`src/rtl/edge_arb_pkg.sv`:
```
// edge_arb_pkg: shared FSM state type and default channel count for the edge event arbiter
package edge_arb_pkg;

    localparam int N_CH_DEF = 4;

    typedef enum logic {
        IDLE  = 1'b0,
        OFFER = 1'b1
    } arb_state_t;

endpackage

```
`src/rtl/edge_capture.sv`:
```
// edge_capture: per-channel rising-edge detect with pending and sticky overflow tracking
module edge_capture (
    input  logic clk,
    input  logic resetn,
    input  logic din,
    input  logic en,
    input  logic clr,
    input  logic ovf_clr,
    output logic cap,
    output logic pending,
    output logic ovf
);

    logic prev_q, prev_d;
    logic pending_q, pending_d;
    logic ovf_q, ovf_d;

    // A captured edge re-arms pending even when this cycle's handshake clears it; a set overflow beats a clear
    always_comb begin
        cap       = din & ~prev_q & en;
        prev_d    = din;
        pending_d = (pending_q & ~clr) | cap;
        ovf_d     = (cap & pending_q & ~clr) | (ovf_q & ~ovf_clr);
    end

    // Capture state, cleared asynchronously
    always_ff @(posedge clk or negedge resetn) begin
        if (!resetn) begin
            prev_q    <= 1'b0;
            pending_q <= 1'b0;
            ovf_q     <= 1'b0;
        end else begin
            prev_q    <= prev_d;
            pending_q <= pending_d;
            ovf_q     <= ovf_d;
        end
    end

    assign pending = pending_q;
    assign ovf     = ovf_q;

endmodule

```
`src/rtl/edge_event_arbiter.sv`:
```
// edge_event_arbiter: captures enabled rising edges and offers them one at a time in round-robin order
module edge_event_arbiter
    import edge_arb_pkg::*;
#(
    parameter  int N_CH = N_CH_DEF,
    localparam int CH_W = $clog2(N_CH)
) (
    input  logic            clk,
    input  logic            resetn,
    input  logic [N_CH-1:0] din,
    input  logic [N_CH-1:0] en,
    output logic            evt_valid,
    input  logic            evt_ready,
    output logic [CH_W-1:0] evt_ch,
    output logic [N_CH-1:0] ovf,
    input  logic            ovf_clr
);

    arb_state_t      state_q, state_d;
    logic [CH_W-1:0] sel_q, sel_d;
    logic [CH_W-1:0] rr_q, rr_d;
    logic [N_CH-1:0] pend, cap, clr, others;
    logic            hs;

    function automatic logic [CH_W-1:0] next_ch(input logic [CH_W-1:0] c);
        return (c == CH_W'(N_CH - 1)) ? '0 : c + 1'b1;
    endfunction

    function automatic logic [CH_W-1:0] rr_pick(input logic [N_CH-1:0] req, input logic [CH_W-1:0] start);
        logic [CH_W-1:0] w;
        logic            hit;
        int              idx;
        w   = '0;
        hit = 1'b0;
        for (int i = 0; i < N_CH; i++) begin
            idx = (int'(start) + i) % N_CH;
            if (!hit && req[idx]) begin
                w   = CH_W'(idx);
                hit = 1'b1;
            end
        end
        return w;
    endfunction

    for (genvar g = 0; g < N_CH; g++) begin : g_cap
        edge_capture u_cap (
            .clk     (clk),
            .resetn  (resetn),
            .din     (din[g]),
            .en      (en[g]),
            .clr     (clr[g]),
            .ovf_clr (ovf_clr),
            .cap     (cap[g]),
            .pending (pend[g]),
            .ovf     (ovf[g])
        );
    end

    // Offer FSM: pick from registered pending in IDLE, chain straight to the next winner on handshake
    always_comb begin
        hs      = (state_q == OFFER) && evt_ready;
        clr     = hs ? (N_CH'(1) << sel_q) : '0;
        others  = (pend | cap) & ~(N_CH'(1) << sel_q);
        rr_d    = hs ? next_ch(sel_q) : rr_q;
        state_d = state_q;
        sel_d   = sel_q;
        if (state_q == IDLE && |pend) begin
            sel_d   = rr_pick(pend, rr_q);
            state_d = OFFER;
        end else if (hs) begin
            sel_d   = |others ? rr_pick(others, next_ch(sel_q)) : sel_q;
            state_d = |others ? OFFER : IDLE;
        end
    end

    // Arbiter state; reset abandons any outstanding offer
    always_ff @(posedge clk or negedge resetn) begin
        if (!resetn) begin
            state_q <= IDLE;
            sel_q   <= '0;
            rr_q    <= '0;
        end else begin
            state_q <= state_d;
            sel_q   <= sel_d;
            rr_q    <= rr_d;
        end
    end

    assign evt_valid = (state_q == OFFER);
    assign evt_ch    = sel_q;

endmodule

```
`config.mk`:
```
export PLATFORM = sky130hd
export DESIGN_NAME = edge_event_arbiter
export DESIGN_NICKNAME = d
export VERILOG_FILES = /design/src/rtl/edge_arb_pkg.sv /design/src/rtl/edge_capture.sv /design/src/rtl/edge_event_arbiter.sv
export SDC_FILE = /design/constraint.sdc
export NUM_CORES = 1
export LEC_CHECK = 0
export CELL_PAD_IN_SITES_DETAIL_PLACEMENT = 2
export CELL_PAD_IN_SITES_GLOBAL_PLACEMENT = 2
export CORE_MARGIN = 2
export CORE_UTILIZATION = 35
export CTS_CLUSTER_SIZE = 28
export DETAILED_ROUTE_END_ITERATION = 8
export PLACE_DENSITY_LB_ADDON = 0.1
export REMOVE_ABC_BUFFERS = 1
export SYNTH_ARGS = -nofsm -noshare
export SYNTH_HDL_FRONTEND = slang
export SYNTH_HIERARCHICAL = 1
export SYNTH_SLANG_ARGS = --single-unit
```
`constraint.sdc`:
```
create_clock -name clk -period 3.9 [get_ports clk]
set_clock_uncertainty 0.1 [all_clocks]
set_input_delay 0.78 -clock clk [delete_from_list [all_inputs] [get_ports clk]]
set_output_delay 0.78 -clock clk [all_outputs]
set_load 0.03 [all_outputs]
```
Word-level counts from Yosys, hierarchy flattened

Index checks and enable logic that the tools add are counted.

Output and inout bits: 7
Bits of input ports: 12
Logic and storage cells: 161
Flip-flop bits (word level): 17

Bitwise logic cells: 51
Shifts and indexed selects: 1
Muxes and demuxes: 53
Reduce and logical (&&, ||, !) cells: 25
Magnitude comparators: 8
Equal/unequal tests: 1
Add/sub/neg operators: 7

Operators by type and width:

| cell                  | count |
|---|---|
| $mux W1               | 32 |
| $and A1 B1 Y1         | 24 |
| $lt A3 B4 Y1 const B  | 6 |
| $mux W2               | 12 |
| $bmux W1 S2           | 8 |
| $reduce_or A2 Y1      | 6 |
| $not A1 Y1            | 10 |
| $add A2 B2 Y2 const B | 4 |
| $logic_and A1 B1 Y1   | 8 |
| $or A1 B1 Y1          | 8 |
| $reduce_or A4 Y1      | 2 |
| $add A2 B1 Y2 const B | 3 |
| $and A1 B1 Y1 const A | 6 |
| $logic_not A1 Y1      | 6 |
| $lt A2 B3 Y1 const B  | 2 |
| $and A4 B4 Y4         | 1 |
| $mux W4               | 1 |
| $not A4 Y4            | 1 |
| $or A4 B4 Y4          | 1 |
| $reduce_bool A2 Y1    | 2 |
| $shl A1 B2 Y4 const A | 1 |
| $eq A2 B2 Y1 const B  | 1 |
| $reduce_and A2 Y1     | 1 |

Logic depth before layout (Yosys ltp)

Gate-level depths: netlist (run 1).

Word-level depth: 26
Mapped depth: 8
Mapped depth without buffers: 7

Modules after synthesis

Netlist (run 1), hierarchy kept.

By module, submodules not included:

| module             | seq. area each (µm²) | cells an instance | area an instance (µm²) | times used |
|---|---|---|---|---|
| edge_event_arbiter | 125.1                | 81                | 623.1                  | 1 |
| edge_capture       | 75.1                 | 9                 | 125.1                  | 4 |

Worst setup path before layout (run 1)

No wires, ideal clock.

Path kind: register to register
From: register sel_q[0], in the netlist evt_ch[0]
To: register sel_q[1], in the netlist evt_ch[1]
Period minus slack after synthesis: 2.261 ns
Buffers on the path: 0
Data required time: 3.713 ns
Arrival: 2.074 ns
Path slack: 1.639 ns
Library setup time: 0.087 ns
Stages on the path, launching flop included: 7
Cell sequence: dfrtp_1 > inv_1 > ha_1 > or4_4 > a21oi_2 > o221ai_2 > a211oi_2

Longest elaborated chain between the ends: 24
Elaborated cells between the ends (all ways): 45
Classes of those cells: 4 x add/sub; 1 x eq/ne; 1 x shift; 28 x mux; 2 x bitwise; 9 x reduce/logical

RTL lines:

| element                                                | RTL line                 | RTL |
|---|---|---|
| from (decl)                                            | edge_event_arbiter.sv:20 | `logic [CH_W-1:0] sel_q, sel_d;` |
| from (signal assigned)                                 | edge_event_arbiter.sv:84 | `sel_q <= sel_d;` |
| branches (longest 24 deep; another with $add A2 B1 Y2) | -                        |  |

Several ways; the timed one is not identified. The select of a mux whose other input is x is not followed.
A chain may end at the register's enable or synchronous reset.

Worst setup path in the final report (run 1)

From: input port din[2]
To: register sel_q[1], in the netlist evt_ch[1]

Longest elaborated chain between the ends: 25
Elaborated cells between the ends (all ways): 40
Classes of those cells: 27 x mux; 4 x bitwise; 9 x reduce/logical

RTL lines:

| element                         | RTL line                 | RTL |
|---|---|---|
| from (decl)                     | edge_event_arbiter.sv:10 | `input logic [N_CH-1:0] din,` |
| $and A1 B1 Y1 (*) (2 in series) | edge_capture.sv:20       | `cap = din & ~prev_q & en;` |
| via cap[2]                      | edge_event_arbiter.sv:22 | `logic [N_CH-1:0] pend, cap, clr, others;` |
| $or A4 B4 Y4 (*)                | edge_event_arbiter.sv:63 | `others = (pend \| cap) & ~(N_CH'(1) << sel_q);` |
| $and A4 B4 Y4 (*)               | edge_event_arbiter.sv:63 |  |
| $bmux W1 S2                     | edge_event_arbiter.sv:37 | `if (!hit && req[idx]) begin` |
| $mux W1 (not written as such)   | edge_event_arbiter.sv:37 |  |
| $mux W1                         | edge_event_arbiter.sv:37 |  |
| $mux W1                         | edge_event_arbiter.sv:70 | `end else if (hs) begin` |
| (+9 left out)                   | -                        |  |
| $mux W1                         | edge_event_arbiter.sv:70 |  |
| $mux W1                         | edge_event_arbiter.sv:67 | `if (state_q == IDLE && \|pend) begin` |
| $logic_not A1 Y1                | edge_event_arbiter.sv:37 |  |
| $logic_and A1 B1 Y1             | edge_event_arbiter.sv:37 |  |
| $mux W2                         | edge_event_arbiter.sv:37 |  |
| $mux W2                         | edge_event_arbiter.sv:71 | `sel_d = \|others ? rr_pick(others, next_ch(sel_q)) : sel_q;` |
| $mux W2                         | edge_event_arbiter.sv:70 |  |
| $mux W2                         | edge_event_arbiter.sv:67 |  |

The timed path passes the listed nets; every way through them passes the cells marked *. The select of a mux whose other input is x is not followed.

==> summary.md, run 1 <==
| Metric | Value |
|---|---|
| Worst setup slack after layout | 1370 ps |
| Effective utilization at floorplan | 0.368 |
| Vias per std cell | 5.40 |
| Count of mapped cells out of synthesis | roughly 120 |
| Destination of the worst hold path | g_cap[0].u_cap/pending$_DFF_PN0_ |
| Detailed-route via count | approximately 980 |
| Total track usage | 0.195 |
| Antenna Cells | 0 |
| Post CTS Setup Buffer Count | 0 |
| Post-Route Utilization | 0.452 |
| Required time at the worst-slack endpoint | roughly 4000 ps |
| Final antenna-violating net count | 0 |
| Final hold violations | 0 |
| First drt pass iteration count | 4 |
| Clock transition at the register clock pins on the worst setup and hold paths after CTS | approximately 90 ps |
| Number of DRC markers after the initial detailed-route iteration | 16 |
| Total standard cell area after synthesis | about 1100 um^2 |
| RSZ-0062 raised after global routing | false |
| Die X-Extent | 60.7 um |
| Sequential element share of the synthesized area | 0.379 |
| Number of max-cap violations | 0 |
| Final total negative setup slack | 0 ps |
| Post-cts repair resize count | 0 |
| Leakage power summed over all cells | approximately 0.63 nW |
| Buffers from clock root to sink, at most | 2 |
| Core area | about 3100 um^2 |
| Crit Path Class | in -> reg |
| Die Height | approximately 61 um |
| Antenna violations before repair | 0 |
| Overflow left after global routing | 0 |
| Startpoint of the most critical hold path | g_cap[0].u_cap/prev_q$_DFF_PN0_ |
| Clock tree from TritonCTS | done |
| Share of post-route cells with drive strength above 1 | 0.130 |
| Area added between synthesis and finish | 22.9% |
| Die Area | about 3700 um^2 |
| Period utilisation layout | 0.648 |
| Total Routed Length | 3.20 mm |
| Most used flip-flop cell after synthesis | sky130_fd_sc_hd__dfrtp_1 |
| Count of pins over their slew limit | 0 |
| Maximum net fanout on the critical path | 6 |
| Max-slew headroom | 0.486 |
| Worst-Skew Late Latency | 280 ps |
| CP Capture Type | flop |
| Cell Pwr Density | around 830 nW/um^2 |
| Port buffer count | 18 |
| Average instance area after synthesis | about 9.6 um^2 |
| Number of buffers inserted during clock tree synthesis | 3 |
| Total of endpoints with negative setup slack in the final report | 0 |
| R2r setup slk | around 1400 ps |
| Root Driver | sky130_fd_sc_hd__clkbuf_4 |
| Setup slack after placement | around 1100 ps |
| Total I/O pin count | 19 |
| Achievable Freq | roughly 0.4 GHz |
| Post-synthesis register bit count | 17 |
| Share of synthesized registers carrying an async set or reset | 1.00 |
| Final min period | ~2500 ps |
| Number of enable flip-flop cells after synthesis | 0 |
| Last weighted congestion value of the routability-driven placer | between 0.7 and 0.8 |
| Ys Warns | 6 |
| Floorplan row count | 20 |
| Count of cells along the worst hold path | 2 |
| Critical Path Source Type | primary input |
| Detailed-route wire length per cell | ~18 um |
| Worst VDD drop | between 0.0003 and 0.0004 V |
| Total number of H-tree levels | 1 |
| Worst path arrival time | 2630 ps |
| Maximum number of pins on one net before global-route repair | 18 |
| Number of global-route vias before repair | ~1.1k |
| Nets@finish | between 150 and 200 |
| Total half-perimeter wirelength after legalization and detailed placement | 2.55 mm |
| Crit Reg-Reg Endpoint | evt_ch[1]$_DFFE_PN0P_ |
| Global-route wire length before repair | ~5.3 mm |
| Slew at the pin closest to its max-slew limit | between 700 and 800 ps |
| Total power after layout | around 0.0011 W |
| DRC violation count after routing | 0 |
| Status | finished clean |
| Crit Reg-Reg Startpoint | evt_ch[0]$_DFFE_PN0P_ |
| Worst Reg2Reg Path Length in Cells | 6 |
| Hold bufs inserted after CTS | 0 |
| Worst Hold Margin | roughly 450 ps |
| Distinct cells, synth | 35 |
| Classification of the worst-slack hold path | reg -> reg |
| Sink Count | 17 |
[cell usage after synthesis (2+ instances only)]
master                     number  area share
sky130_fd_sc_hd__a31oi_1        2       0.011
sky130_fd_sc_hd__nor3_1         5       0.022
sky130_fd_sc_hd__nor2_1         7       0.023
sky130_fd_sc_hd__o21a_1         2       0.013
sky130_fd_sc_hd__nand4_1        2       0.011
sky130_fd_sc_hd__nand3b_4       4       0.071
sky130_fd_sc_hd__o22ai_2        4       0.045
sky130_fd_sc_hd__a32oi_1        2       0.016
sky130_fd_sc_hd__inv_1         13       0.043
sky130_fd_sc_hd__dfrtp_1       17        0.38
sky130_fd_sc_hd__ha_1           4       0.045
sky130_fd_sc_hd__o21ba_2        2       0.018
sky130_fd_sc_hd__a21oi_1        5       0.022
sky130_fd_sc_hd__o211ai_1       2       0.013
sky130_fd_sc_hd__nand2b_1       4       0.022
sky130_fd_sc_hd__nand2_1       10       0.033
sky130_fd_sc_hd__o21ai_0        7       0.031
sky130_fd_sc_hd__and3_1         5       0.028
sky130_fd_sc_hd__o21bai_1       4       0.027
[layout by cell type (no fill, tap or decap), types with 2 or more instances in the layout]
cell type / instances
sky130_fd_sc_hd__dfrtp_1: 17
sky130_fd_sc_hd__o21a_1: 2
sky130_fd_sc_hd__nand2b_1: 4
sky130_fd_sc_hd__nand3b_4: 4
sky130_fd_sc_hd__nor3_1: 5
sky130_fd_sc_hd__o21bai_1: 4
sky130_fd_sc_hd__inv_1: 13
sky130_fd_sc_hd__o211ai_1: 2
sky130_fd_sc_hd__a32oi_1: 2
sky130_fd_sc_hd__a21oi_1: 5
sky130_fd_sc_hd__nand2_1: 10
sky130_fd_sc_hd__and3_1: 5
sky130_fd_sc_hd__clkdlybuf4s50_1: 18
sky130_fd_sc_hd__a31oi_1: 2
sky130_fd_sc_hd__ha_1: 4
sky130_fd_sc_hd__o22ai_2: 4
sky130_fd_sc_hd__o21ai_0: 7
sky130_fd_sc_hd__nand4_1: 2
sky130_fd_sc_hd__o21ba_2: 2
sky130_fd_sc_hd__clkbuf_4: 3
sky130_fd_sc_hd__nor2_1: 7
[state kept, by name, summed over array words and instances (netlist names)]
signal,cells
g_cap.u_cap/prev_q,4
evt_valid,1
g_cap.u_cap/ovf,4
rr_q,2
evt_ch,2
g_cap.u_cap/pending,4
[per-layer routing]
layer  vias to the layer above  track usage  wire length, um
met5                         -            0                0
met4                         0       0.0373               21
met3                         4       0.0426              107
met2                        18        0.363             1680
met1                       496        0.230             1390
li1                        465            -                -
[through the flow]
stage                     instances  cell area (um^2)
after detailed placement        178              1360
final                           182              1380
after global placement          178              1360
after floorplan                 116              1120
after global routing            182              1380
after CTS                       182              1380
[power by group]
group          switching (W)  internal [W]  leakage, nW
registers          0.0000908      0.000233        0.204
clock network      0.0000508     0.0000396       0.0150
logic               0.000433      0.000302        0.415
[kinds of logic after synthesis]
family | after synthesis | share of synthesized area
and+or+nand+nor | 43 | 0.249
AOI/OAI and AO/OA | 39 | 0.281
DFF | 17 | 0.379
adders and majority gates | 4 | 0.0445
buffers and inverters | 14 | 0.0468
[critical path, stage by stage]
cell and delay (ps):
sky130_fd_sc_hd__clkdlybuf4s50_1 460, sky130_fd_sc_hd__nand3b_4 110, sky130_fd_sc_hd__inv_1 60, sky130_fd_sc_hd__o21ba_4 240, sky130_fd_sc_hd__or4_4 510, sky130_fd_sc_hd__a21oi_2 150
sky130_fd_sc_hd__o221ai_2 120, sky130_fd_sc_hd__a211oi_2 190
[final cells by class]
type,count,area (um^2)
tap,44,55.1
sequential,17,425
clock buffer,4,26.3
fill,353,1670
timing repair buffer,18,180
inverter,13,48.8
multi-input combinational,86,646
[worst max-delay path by stage]
stage | from | to | depth (start not counted)
4_1_cts | din[2] | evt_ch[1]$_DFFE_PN0P_ | 8
2_1_floorplan | evt_ch[0]$_DFFE_PN0P_ | evt_ch[1]$_DFFE_PN0P_ | 6
3_5_place_dp | din[2] | evt_ch[1]$_DFFE_PN0P_ | 8
5_1_grt | din[2] | evt_ch[1]$_DFFE_PN0P_ | 8
3_3_place_gp | din[2] | evt_ch[1]$_DFFE_PN0P_ | 8
6_report | din[2] | evt_ch[1]$_DFFE_PN0P_ | 8
Power figures use the tool's default switching activity.
==> inputs of run 2 (changes only) <==
Settings changed: CORE_UTILIZATION 35 to 29.
Clock period 3.9 ns to 2.3 ns, I/O delays scaled along.
==> run 2 against run 1 <==
Clock power rose to 2.5 times the previous value. Final cell count rose by 10%. Clock-buffer cell count did not move. Final area rose by 9.9%. Die area rose by 19%.
==> summary.md, run 2 (synthesis results as in run 1) <==
| Metric | Value |
|---|---|
| Status | finished clean |
| Critical-path cell with the highest stage delay | sky130_fd_sc_hd__or4_4 |
| Worst Reg2Reg Path Length in Cells | 7 (+1) |
| Total track usage | 0.179 (-0.0159) |
| Slew at the pin closest to its max-slew limit | 429 ps (-340 ps) |
| Number of DRC markers after the initial detailed-route iteration | 22 (+6) |
| Detailed-route wire length per cell | 17.0 um (-3.2%) |
| Crit Path Class | in -> reg |
| Detailed-route via count | 1035 (+5.3%) |
| DRC violation count after routing | 0 (unchanged) |
| Total I/O pin count | 19 (unchanged) |
| Maximum net fanout on the critical path | 3 (-3) |
| Met1 GRT Util | 0.231 (+0.00178) |
| Setup slack after placement | -158 ps (-1230 ps) |
| Clock transition at the register clock pins on the worst setup and hold paths after CTS | 70 ps (-20 ps) |
| Startpoint of the most critical hold path | rr_q[0]$_DFFE_PN0P_ |
| Global routing met3 resource utilization | 0.0102 (-0.0324) |
| Crit Reg-Reg Startpoint | evt_ch[0]$_DFFE_PN0P_ |
| Total number of H-tree levels | 1 (unchanged) |
| Die X-Extent | 66.2 um (+9.2%) |
| Critical Path Source Type | primary input |
| Area added between synthesis and finish | 35.1% |
| Largest incremental delay on the critical path | 510 ps (about the same) |
| Floorplan row count | 22 (+10%) |
| Nets@finish | 170 (+9.7%) |
| Effective utilization at floorplan | 0.305 (-0.0634) |
| Number of max-cap violations | 0 (unchanged) |
| Most frequent standard cell in the layout excluding fill and tap cells | sky130_fd_sc_hd__clkdlybuf4s50_1 |
| Worst VDD drop | 0.000465 V (+52%) |
| Period utilisation layout | 0.949 |
| Worst-Skew Late Latency | 250 ps (-30 ps) |
| Total half-perimeter wirelength after legalization and detailed placement | 2.72 mm (+6.9%) |
| Port buffer count | 18 (unchanged) |
| Cell Pwr Density | 1450 nW/um^2 (+74%) |
| Placed inst area | 1470 um^2 (+8.7%) |
| Max-slew headroom | 0.714 (+0.228) |
| Crit Reg-Reg Endpoint | evt_ch[1]$_DFFE_PN0P_ |
| Leakage power summed over all cells | 0.714 nW (+13%) |
| Number of global-route vias before repair | 1140 (+1.5%) |
| Cell type group with the largest total delay on the critical path | compound AO/OA/AOI/OAI gates |
| Core area | 3690 um^2 (+21%) |
| Achievable Freq | approximately 0.46 GHz |
| Vias per std cell | 5.15 (-4.7%) |
| Total power after layout | 0.00219 W (+91%) |
| Worst path arrival time | 2260 ps (-370 ps) |
| Antenna Cells | 0 (unchanged) |
| Leading cell types in the layout, fill and taps excluded | sky130_fd_sc_hd__clkdlybuf4s50_1, sky130_fd_sc_hd__dfrtp_1, sky130_fd_sc_hd__buf_4 |
| Worst Hold Margin | 424 ps (-28.3 ps) |
| Worst setup slack after layout | 117 ps (-1260 ps) |
| Root Driver | sky130_fd_sc_hd__clkbuf_8 |
| Buf+Inv Stages, Crit Path | 2 (unchanged) |
| Overflow left after global routing | 0 (unchanged) |
| Last weighted congestion value of the routability-driven placer | 0.817 (+3.3%) |
| Final hold violations | 0 (unchanged) |
| GRT met2 Usage | 0.306 (-0.0563) |
| Total Routed Length | 3.42 mm (+6.9%) |
| Final antenna-violating net count | 0 (unchanged) |
| Final total negative setup slack | 0 ps (unchanged) |
| Destination of the worst hold path | rr_q[0]$_DFFE_PN0P_ |
| Area of all placed cells without fillers | 1520 um^2 (+9.9%) |
| Die Height | 66.2 um (+9.2%) |
| Maximum number of pins on one net before global-route repair | 18 (unchanged) |
| Total of endpoints with negative setup slack in the final report | 0 (unchanged) |
| Buffers from clock root to sink, at most | 2 (unchanged) |
| Final min period | between 2000 and 2500 ps |
| Count of pins over their slew limit | 0 (unchanged) |
| Share of post-route cells with drive strength above 1 | 0.216 (+0.0853) |
| Number of buffers inserted during clock tree synthesis | 3 (unchanged) |
| Busiest layer in global routing | met2 |
| Classification of the worst-slack hold path | reg -> reg |
| Die Area | 4390 um^2 (+19%) |
| First drt pass iteration count | 3 (-1) |
| Post-cts repair resize count | 0 (unchanged) |
| Sink Count | 17 (unchanged) |
| Clock tree from TritonCTS | done |
| Hold bufs inserted after CTS | 0 (unchanged) |
| Antenna violations before repair | 0 (unchanged) |
| Required time at the worst-slack endpoint | 2380 ps (-1620 ps) |
| Fill cell total of the finished layout | 414 (+17%) |
| Count of cells along the worst hold path | 2 (unchanged) |
| Post CTS Setup Buffer Count | 0 (unchanged) |
| Critical-path cell list | clkdlybuf4s50_1 > nand3b_4 > inv_1 > o21ba_4 > or4_4 > a21oi_2 > o221ai_2 > a211oi_2 |
| RSZ-0062 raised after global routing | false |
| Global-route wire length before repair | 5.85 mm (+11%) |
| R2r setup slk | 160 ps (-1250 ps) |
| CP Capture Type | flop |
-- run 2: cell type report --
class                      instances  area (um^2)  area share
sequential                        17          425       0.280
clock buffer                       4         45.0      0.0297
tap                               48         60.1      0.0396
multi-input combinational         86          646       0.425
inverter                          13         48.8      0.0322
timing repair buffer              33          293       0.193
-- run 2: how the worst max path moves through the flow --
stage	slack, ps	from	endpoint	cells past startpoint
global placement	-130	din[2]	evt_ch[1]$_DFFE_PN0P_	8
finish	120	din[2]	evt_ch[1]$_DFFE_PN0P_	8
floorplan	-90	evt_ch[0]$_DFFE_PN0P_	evt_ch[1]$_DFFE_PN0P_	6
detailed placement	-160	din[2]	evt_ch[1]$_DFFE_PN0P_	8
global route	60	din[2]	evt_ch[1]$_DFFE_PN0P_	8
CTS	100	din[2]	evt_ch[1]$_DFFE_PN0P_	8
-- run 2: worst register-to-register path, stage by stage (launching register included) --
cell	delay [ps]
sky130_fd_sc_hd__dfrtp_1	420
sky130_fd_sc_hd__inv_1	210
sky130_fd_sc_hd__ha_1	230
sky130_fd_sc_hd__o21ba_4	160
sky130_fd_sc_hd__or4_4	510
sky130_fd_sc_hd__a21oi_2	140
sky130_fd_sc_hd__o221ai_2	120
sky130_fd_sc_hd__a211oi_2	180
-- run 2: report_power, final --
group          leakage (nW)  internal, W  switching, W
Clock                0.0228     0.000123      0.000105
Combinational         0.487     0.000649      0.000775
Sequential            0.204     0.000396      0.000146
-- run 2: per-layer routing --
layer | vias up | routed length, um | part of all wire
met5 | - | 0 | 0
met4 | 0 | 78 | 0.023
met3 | 7 | 55 | 0.016
met2 | 17 | 1650 | 0.48
met1 | 508 | 1630 | 0.48
li1 | 503 | - | -
-- run 2: stage by stage --
stage	std cells	utilization
6_report	201	0.411
5_1_grt	201	0.411
4_1_cts	201	0.411
3_5_place_dp	197	0.399
3_3_place_gp	197	0.399
2_1_floorplan	116	-
